[config.mk]
export PLATFORM = sky130hd
export DESIGN_NAME = dca_matrix_store_row_packer
export DESIGN_NICKNAME = d
export VERILOG_FILES = /design/src/rtl/dca_matrix_store_row_packer_pkg.sv /design/src/rtl/dca_matrix_store_row_packer_row_fifo.sv /design/src/rtl/dca_matrix_store_row_packer.sv
export SDC_FILE = /design/constraint.sdc
export NUM_CORES = 1
export LEC_CHECK = 0
export CORE_MARGIN = 3
export CORE_UTILIZATION = 57
export CTS_BUF_LIST = sky130_fd_sc_hd__clkbuf_16
export CTS_CLUSTER_SIZE = 10
export DETAILED_ROUTE_END_ITERATION = 8
export PLACE_DENSITY = 0.85
export SETUP_SLACK_MARGIN = 0.05
export SYNTH_ARGS = -nofsm -noshare
export SYNTH_HDL_FRONTEND = slang
export SYNTH_SLANG_ARGS = --single-unit
[constraint.sdc]
create_clock -name clk -period 21.3 [get_ports clk]
set_input_delay 4.26 -clock clk [delete_from_list [all_inputs] [get_ports clk]]
set_output_delay 4.26 -clock clk [all_outputs]
set_load 0.02 [all_outputs]
[src/rtl/dca_matrix_store_row_packer_pkg.sv]
// Shared types and helpers for the DCA matrix store-path row packer.
package dca_matrix_store_row_packer_pkg;

   // Packer control states; encodings are visible on debug taps, keep them fixed.
   typedef enum logic [1:0] {
      ST_IDLE   = 2'd0,
      ST_STREAM = 2'd1,
      ST_DRAIN  = 2'd2
   } state_t;

   // Width of a counter/pointer able to index n distinct values (never below 1 bit).
   function automatic int ptr_width(input int n);
      return (n <= 1) ? 1 : $clog2(n);
   endfunction

endpackage

[src/rtl/dca_matrix_store_row_packer_row_fifo.sv]
// Synchronous row buffer between the packer and the AXI write-data path.
// Output data is taken from registers only; while empty it keeps showing the
// most recently popped entry so downstream sees stable values.
module dca_row_fifo
   import dca_matrix_store_row_packer_pkg::*;
#(
   parameter int WIDTH = 8,
   parameter int DEPTH = 2
) (
   input  logic             clk,
   input  logic             rstnn,
   input  logic             clear,
   input  logic             push,
   input  logic [WIDTH-1:0] push_data,
   input  logic             pop,
   output logic [WIDTH-1:0] pop_data,
   output logic             full,
   output logic             empty
);

   localparam int BW_PTR = ptr_width(DEPTH);
   localparam int BW_CNT = ptr_width(DEPTH + 1);

   logic [WIDTH-1:0]  mem [DEPTH];
   logic [WIDTH-1:0]  hold;
   logic [BW_PTR-1:0] wr_ptr;
   logic [BW_PTR-1:0] rd_ptr;
   logic [BW_CNT-1:0] count;
   logic              do_push;
   logic              do_pop;

   function automatic logic [BW_PTR-1:0] next_ptr(input logic [BW_PTR-1:0] p);
      return (p == BW_PTR'(DEPTH - 1)) ? '0 : p + 1'b1;
   endfunction

   assign full     = (count == BW_CNT'(DEPTH));
   assign empty    = (count == '0);
   assign do_push  = push && !full;
   assign do_pop   = pop && !empty;
   assign pop_data = empty ? hold : mem[rd_ptr];

   // Pointer and occupancy bookkeeping; clear and reset both flush the buffer.
   always_ff @(posedge clk) begin
      if (!rstnn || clear) begin
         wr_ptr <= '0;
         rd_ptr <= '0;
         count  <= '0;
      end else begin
         if (do_push) wr_ptr <= next_ptr(wr_ptr);
         if (do_pop)  rd_ptr <= next_ptr(rd_ptr);
         if (do_push && !do_pop)      count <= count + 1'b1;
         else if (!do_push && do_pop) count <= count - 1'b1;
      end
   end

   // Entry storage and the hold copy of the last popped entry (data only, no reset).
   always_ff @(posedge clk) begin
      if (do_push) mem[wr_ptr] <= push_data;
      if (do_pop)  hold        <= mem[rd_ptr];
   end

endmodule

[src/rtl/dca_matrix_store_row_packer.sv]
// Store-path row packer: takes one store command, converts NUM_COL tensor
// scalars per row to LSU element width, applies the column mask as zeroed
// elements and cleared byte strobes, tags the final row and buffers rows
// toward the AXI write-data channel.
module dca_matrix_store_row_packer
   import dca_matrix_store_row_packer_pkg::*;
#(
   parameter int NUM_COL    = 4,
   parameter int BW_SCALAR  = 32,
   parameter int BW_ELEMENT = 32,
   parameter int FIFO_DEPTH = 2,
   parameter int BW_ROW_CNT = 8
) (
   input  logic                              clk,
   input  logic                              rstnn,
   input  logic                              clear,
   input  logic                              cmd_valid,
   output logic                              cmd_ready,
   input  logic [BW_ROW_CNT-1:0]             cmd_num_row_m1,
   input  logic [NUM_COL-1:0]                cmd_col_mask,
   input  logic                              cmd_is_signed,
   input  logic                              tin_valid,
   output logic                              tin_ready,
   input  logic [NUM_COL*BW_SCALAR-1:0]      tin_row,
   output logic                              wout_valid,
   input  logic                              wout_ready,
   output logic [NUM_COL*BW_ELEMENT-1:0]     wout_row,
   output logic [NUM_COL*BW_ELEMENT/8-1:0]   wout_strb,
   output logic                              wout_last,
   output logic                              busy,
   output logic [BW_ROW_CNT-1:0]             row_cnt
);

   localparam int BW_STRB_PER_ELEMENT = BW_ELEMENT / 8;
   localparam int BW_PACKED_ROW       = NUM_COL * BW_ELEMENT;
   localparam int BW_STRB             = NUM_COL * BW_STRB_PER_ELEMENT;
   localparam int BW_FIFO_ENTRY       = BW_PACKED_ROW + BW_STRB + 1;
   localparam int BW_WIDE             = (BW_ELEMENT > BW_SCALAR) ? BW_ELEMENT : BW_SCALAR;

   state_t                   state;
   logic [BW_ROW_CNT-1:0]    num_row_m1_q;
   logic [NUM_COL-1:0]       mask_q;
   logic                     is_signed_q;

   logic                     tin_fire;
   logic [BW_PACKED_ROW-1:0] row_p0;
   logic [BW_STRB-1:0]       strb_p0;
   logic                     last_p0;
   logic [BW_FIFO_ENTRY-1:0] entry_p0;
   logic [BW_FIFO_ENTRY-1:0] entry_p1;
   logic                     vld_p1;
   logic                     fifo_full;
   logic                     fifo_empty;

   // Widen with sign or zero fill, or keep the low bits when narrowing.
   function automatic logic [BW_ELEMENT-1:0] conv_scalar(input logic [BW_SCALAR-1:0] s,
                                                        input logic sgn);
      logic [BW_WIDE-1:0] w;
      w = BW_WIDE'(s);
      for (int b = BW_SCALAR; b < BW_WIDE; b++) w[b] = sgn & s[BW_SCALAR-1];
      return w[BW_ELEMENT-1:0];
   endfunction

   assign tin_ready = (state == ST_STREAM) && !fifo_full;
   assign tin_fire  = tin_valid && tin_ready;
   assign last_p0   = (row_cnt == num_row_m1_q);

   // Stage p0: convert the incoming row column by column and build its strobes.
   always_comb begin
      row_p0  = '0;
      strb_p0 = '0;
      for (int c = 0; c < NUM_COL; c++) begin
         if (mask_q[c]) begin
            row_p0[c*BW_ELEMENT +: BW_ELEMENT] =
               conv_scalar(tin_row[c*BW_SCALAR +: BW_SCALAR], is_signed_q);
            strb_p0[c*BW_STRB_PER_ELEMENT +: BW_STRB_PER_ELEMENT] = '1;
         end
      end
   end

   assign entry_p0 = {last_p0, strb_p0, row_p0};

   // Command FSM: latch the command, count accepted rows, wait for the drain.
   always_ff @(posedge clk) begin
      if (!rstnn || clear) begin
         state        <= ST_IDLE;
         row_cnt      <= '0;
         num_row_m1_q <= '0;
         mask_q       <= '0;
         is_signed_q  <= 1'b0;
         busy         <= 1'b0;
         cmd_ready    <= 1'b1;
      end else begin
         case (state)
            ST_IDLE: begin
               if (cmd_valid) begin
                  num_row_m1_q <= cmd_num_row_m1;
                  mask_q       <= cmd_col_mask;
                  is_signed_q  <= cmd_is_signed;
                  row_cnt      <= '0;
                  state        <= ST_STREAM;
                  busy         <= 1'b1;
                  cmd_ready    <= 1'b0;
               end
            end
            ST_STREAM: begin
               // The counter stops on the last row so a full-range count never wraps.
               if (tin_fire) begin
                  if (last_p0) state   <= ST_DRAIN;
                  else         row_cnt <= row_cnt + 1'b1;
               end
            end
            ST_DRAIN: begin
               if (fifo_empty) begin
                  state     <= ST_IDLE;
                  busy      <= 1'b0;
                  cmd_ready <= 1'b1;
               end
            end
            default: begin
               state     <= ST_IDLE;
               busy      <= 1'b0;
               cmd_ready <= 1'b1;
            end
         endcase
      end
   end

   // Stage p1: buffered rows toward the write-data channel.
   dca_row_fifo #(
      .WIDTH (BW_FIFO_ENTRY),
      .DEPTH (FIFO_DEPTH)
   ) u_row_fifo (
      .clk       (clk),
      .rstnn     (rstnn),
      .clear     (clear),
      .push      (tin_fire),
      .push_data (entry_p0),
      .pop       (wout_ready),
      .pop_data  (entry_p1),
      .full      (fifo_full),
      .empty     (fifo_empty)
   );

   assign vld_p1                           = !fifo_empty;
   assign wout_valid                       = vld_p1;
   assign {wout_last, wout_strb, wout_row} = entry_p1;

endmodule
# After elaboration in Yosys (flattened, before gate mapping)
# Memories as Yosys holds them, arrays and structs flattened. A register that Yosys moved wholly into a read port is not among the register bits.
# Index checks and enable logic that the tools add are counted.
[op_classes] add_sub_neg=5 eq_ne=9 mux=32 n_bitwise=1 reduce_logical=20
[op_table] op="$mux W145" n=1
[op_table] op="$mux W32" n=4
[op_table] op="$mux W8" n=3
[op_table] op="$mux W4" n=4
[op_table] op="$pmux W8 S2" n=1
[op_table] op="$mux W2" n=6
[op_table] op="$mux W1" n=10
[op_table] op="$add A8 B1 Y8 const B" n=1
[op_table] op="$eq A8 B8 Y1" n=1
[op_table] op="$reduce_and A4 Y1" n=2
[op_table] op="$logic_and A1 B1 Y1" n=6
[op_table] op="$ne A2 B2 Y1 const B" n=3
[op_table] op="$pmux W1 S3" n=2
[op_table] op="$pmux W2 S3" n=1
[op_table] op="$logic_not A1 Y1" n=5
[op_table] op="$eq A2 B2 Y1 const B" n=2
[op_table] op="$logic_not A2 Y1" n=2
[op_table] op="$ne A2 B1 Y1 const B" n=2
[op_table] op="$reduce_bool A2 Y1" n=2
[op_table] op="$reduce_and A3 Y1" n=1
[op_table] op="$add A1 B1 Y1 const B" n=2
[op_table] op="$add A2 B1 Y2 const B" n=1
[op_table] op="$eq A2 B1 Y1 const B" n=1
[op_table] op="$reduce_and A2 Y1" n=1
[op_table] op="other kinds (3)" n=3
[word_totals] ff_bits=173 mem_bits_rw=290 in_bits=147 output_inout_bits=157 elab_cells=78 memories=1
[mem_list] name="u_row_fifo.mem" depth=2 width=145 read_ports=1 rd_clocked_by_memory_dff=1 write_ports=1 line="dca_matrix_store_row_packer_row_fifo.sv:24" rtl="logic [WIDTH-1:0] mem [DEPTH];"

# Longest topological paths before layout
[depth] ltp_word=9 depth_mapped=9 ltp_nobuf=8

# Cells and area by module
# A second synthesis with hierarchy kept.
[hier_totals] cells_unflattened=1379 hier_area_um2=19100.8
[by_module_without_submodules] module="dca_row_fifo" instances=1 cells_each=1091 area_each_um2=17093.9 seq_area_each_um2=13162.6
[by_module_without_submodules] module="dca_matrix_store_row_packer" instances=1 cells_each=288 area_each_um2=2006.9 seq_area_each_um2=480.5

# Least setup slack after synthesis
# No wires, ideal clock.
[synth_path] path_kind="input to register" start="input port tin_valid" end="memory u_row_fifo.mem[0][0] in the netlist's numbering, enable pin" setup_time_ns=0.628 t_arrival_ns=9.889 required_time_ns=20.672 path_slack_ns=10.783 cell_stages=2 n_path_buf=0 path_cell_list="nand2_1 -> nor2_1"
[synth_between] elab_chain_len=4
[synth_rtl] item="start, declared" line="dca_matrix_store_row_packer.sv:22" rtl="input logic tin_valid,"
[synth_rtl] item="$logic_and A1 B1 Y1" line="dca_matrix_store_row_packer.sv:65" rtl="assign tin_fire = tin_valid && tin_ready;"
[synth_rtl] item="$logic_and A1 B1 Y1" line="dca_matrix_store_row_packer_row_fifo.sv:38" rtl="assign do_push = push && !full;"
[synth_rtl] item="$mux W1" line="dca_matrix_store_row_packer_row_fifo.sv:58" rtl="if (do_push) mem[wr_ptr] <= push_data;"
[synth_rtl] item="$mux W1 (not written as such)" line="dca_matrix_store_row_packer_row_fifo.sv:58"
[synth_rtl] item="end, declared" line="dca_matrix_store_row_packer_row_fifo.sv:24"
# No other way between the ends.

==> flow_metrics.tcl <==
set metrics [dict create \
    status "complete, no violations" \
    finalSetupViolations 0 \
    power_density_nw_per_um2 80.5 \
    path_class "reg -> out" \
    cp-end-kind "output port" \
    initial_utilization_pct 58.3 \
    syn_inst 1298 \
    setup_ws_ns 13.20 \
    syn_to_final_growth_pct 26.2 \
    grt_overflow_total 0 \
    holdBufCountCts 0 \
    top_level_ports 304 \
    dieWidth_um 181 \
    vias_per_cell 5.47 \
    die_h_um 181 \
    cts_tree "built" \
    ys_warn_count 0 \
    clock_skew_ns 0.0151 \
    clk_pin_slew_ns 0.06 \
    cts_sinks 428 \
    yosys.area_share.simple_pct 15.4 \
    fin_nets 1738 \
    finalWirelength_mm 39.7 \
    switching_share_pct 21.0 \
    grt_pass1_wl_mm 61.6 \
    tightest_slew_ns 1.22 \
    fillers 1901 \
    hold_class "reg -> reg" \
    die-area_um2 32800 \
    p_switching_mw 0.373 \
    place_inst 1929 \
    grt_pass1_vias 11400 \
    synth_nets 1447 \
    rsz0062_at_grt "no" \
    core_area_um2 30000 \
    wire_per_inst_um 19.9 \
    drt_iter0_drc 814 \
    setup_tns_ns 0 \
    synth_compound_gate_area_share_pct 1.28 \
    p_leak_nw 7.40 \
    finalHoldViolCount 0 \
    dr.pass1.iters 5 \
    portBuffers 302 \
    synthXorXnorAreaFrac_pct 0.602 \
    arrival_ns 3.84 \
    cts_buffers 48 \
    htree_levels 2 \
    clkPwrFrac_pct 39.2 \
    clockBufferDepth 3 \
    finalCritPeriodShare_pct 38.0 \
    yosys_register_bits 428 \
    rows 63 \
    place_congestion 0.807 \
    postSynthAreaPerCell_um2 13.5 \
    post_cts_buffers 0 \
    antenna_left 0 \
    seq_area_frac_synth_pct 71.9 \
    synth_mux_area_share_pct 8.64 \
    ys_types 39 \
    grt_max_degree 88 \
    crit_fanout 70 \
    layout.cells.non_filler 1990 \
    fin_crit_ns 8.10 \
    dp_worst_setup_slack_ns 13.69 \
    irDropWorstVdd_uv 85.7 \
    cts_root_buf "clkbuf_16" \
    r2r_setup_slack_ns 18.03 \
    hpwl_mm 23.7 \
    maxCapViolations 0 \
    clk_latency_ns 0.53 \
    p_int_mw 1.40 \
    drive_gt1_share_pct 13.1 \
    worst_slew_margin_rel_pct 19.0 \
    required_ns 17.04 \
    critPathLaunchType "flop" \
    synth_top_family_by_area "simple AND/OR/NAND/NOR gates" \
    antenna_found_initial 3 \
    synth_fa_ha_area_share_pct 0.143 \
    fmax_mhz 124 \
    drc 0 \
    post_cts_resized 0 \
    combPwrFrac_pct 8.1 \
    report.final.slew_viol_count 0 \
    track_usage_pct 23.6 \
    vias 10900 \
    netlist_area_um2 17500 \
    power_frac_seq_pct 52.7 \
    power_mw 1.78 \
]
power by group through the flow:
stage / Clock, mW / Combinational, mW / Sequential (mW)
floorplan: 0 / 0.0713 / 0.952
global placement: 0 / 0.141 / 0.951
detailed placement: 0 / 0.144 / 0.952
CTS: 0.705 / 0.145 / 0.935
global route: 0.737 / 0.154 / 0.936
finish: 0.696 / 0.144 / 0.935
per-stage QoR:
step / utilization, % / instance area, um^2 / hold slack, ns
2_1_floorplan: - / 17500 / 0.449
6_report: 73.6 / 22000 / 0.472
3_3_place_gp: 69.3 / 20800 / 0.444
4_1_cts: 73.6 / 22000 / 0.472
5_1_grt: 73.6 / 22000 / 0.493
3_5_place_dp: 69.3 / 20800 / 0.463
worst paths after layout:
path / from / end / depth (start not counted)
worst max-delay path: flop / wout_strb[4] / 5
worst min-delay path: mask_q[0] / mask_q[0] / 2
worst max register to register: u_row_fifo.count[0] / u_row_fifo.hold[7] / 5
worst min register to register: mask_q[0] / mask_q[0] / 2
cell usage in the layout (no fill, tap or decap), drive strengths merged:
master / Yosys / layout
clkdlybuf4s50: 0 / 302
and2: 129 / 129
ha: 2 / 2
nor2b: 2 / 2
nand4: 3 / 3
o211ai: 3 / 3
buf: 25 / 13
xor2: 3 / 3
and3: 2 / 2
inv: 6 / 17
mux2: 134 / 134
nor2: 410 / 410
diode: 0 / 1
a2bb2oi: 1 / 1
clkbuf: 49 / 49
dfxtp: 29 / 29
or2: 1 / 1
o32ai: 1 / 1
nand2b: 2 / 2
nor3: 1 / 1
a31oi: 5 / 5
edfxtp: 399 / 399
a22oi: 1 / 1
o2111ai: 1 / 1
xnor2: 9 / 9
or3: 2 / 2
o311ai: 1 / 1
nand2: 37 / 37
a21oi: 16 / 16
or4: 5 / 5
nand3: 9 / 9
or2b: 2 / 2
o31ai: 1 / 1
o21ai: 7 / 7
synth_stat cells (all sizes together):
master	instances	area share [%]
xnor2	9	0.45
or3	2	0.072
nor2	410	8.8
dfxtp	29	3.3
edfxtp	399	69
a2bb2oi	1	0.050
o32ai	1	0.050
a21oi	16	0.46
a31oi	5	0.18
or2b	2	0.10
nand3	9	0.26
inv	6	0.14
o21ai	7	0.22
a22oi	1	0.043
ha	2	0.14
buf	25	0.85
clkbuf	49	1.1
o2111ai	1	0.050
mux2	134	8.6
and3	2	0.079
nand4	3	0.18
nor3	1	0.029
and2	129	4.6
nand2	37	0.80
xor2	3	0.15
o31ai	1	0.043
o211ai	3	0.13
nand2b	2	0.072
or4	5	0.21
o311ai	1	0.050
nor2b	2	0.072
or2	1	0.050
per-layer routing:
metal	share of wire, %	vias up	global-route usage, %
met5	0.033	-	0
met4	2.6	2	6.58
met3	8.0	69	5.70
met2	49	419	40.0
met1	40	5345	30.7
li1	-	5060	-
kinds of logic after synthesis:
logic type,count (synthesis)
AOI/OAI and AO/OA,37
xor gates and xnor gates,12
adders and majority gates,2
buffers and inverters,80
DFF,428
muxes,134
and+or+nand+nor,605
state kept, by name, indices dropped and copies added, names as in the netlist, named ones only:
| register | cells |
|---|---|
| cmd_ready | 1 |
| state | 2 |
| row_cnt | 8 |
| u_row_fifo.count | 2 |
| busy | 1 |
| u_row_fifo.hold | 133 |
| u_row_fifo.wr_ptr | 1 |
| u_row_fifo.rd_ptr | 1 |
| num_row_m1_q | 8 |
| mask_q | 4 |
| u_row_fifo.mem | 266 |
cell type report:
cell class / count / area (um^2) / area share (%)
Tap cell: 390 / 488 / 2.21
Clock buffer: 49 / 1230 / 5.56
Multi-Input combinational cell: 790 / 4560 / 20.7
Timing Repair Buffer: 315 / 3120 / 14.2
Inverter: 6 / 32.5 / 0.148
Clock inverter: 11 / 41.3 / 0.187
Antenna cell: 1 / 2.50 / 0.0114
Sequential cell: 428 / 12600 / 57.0
worst max-delay path: stages (launching register included):
cell and delay (ns):
dfxtp_4 1.03, buf_4 0.85, mux2_2 0.31, nor2_1 0.04
nor2_1 0.34, clkdlybuf4s50_1 0.69
Note: power is estimated with default switching activity, not from simulation.
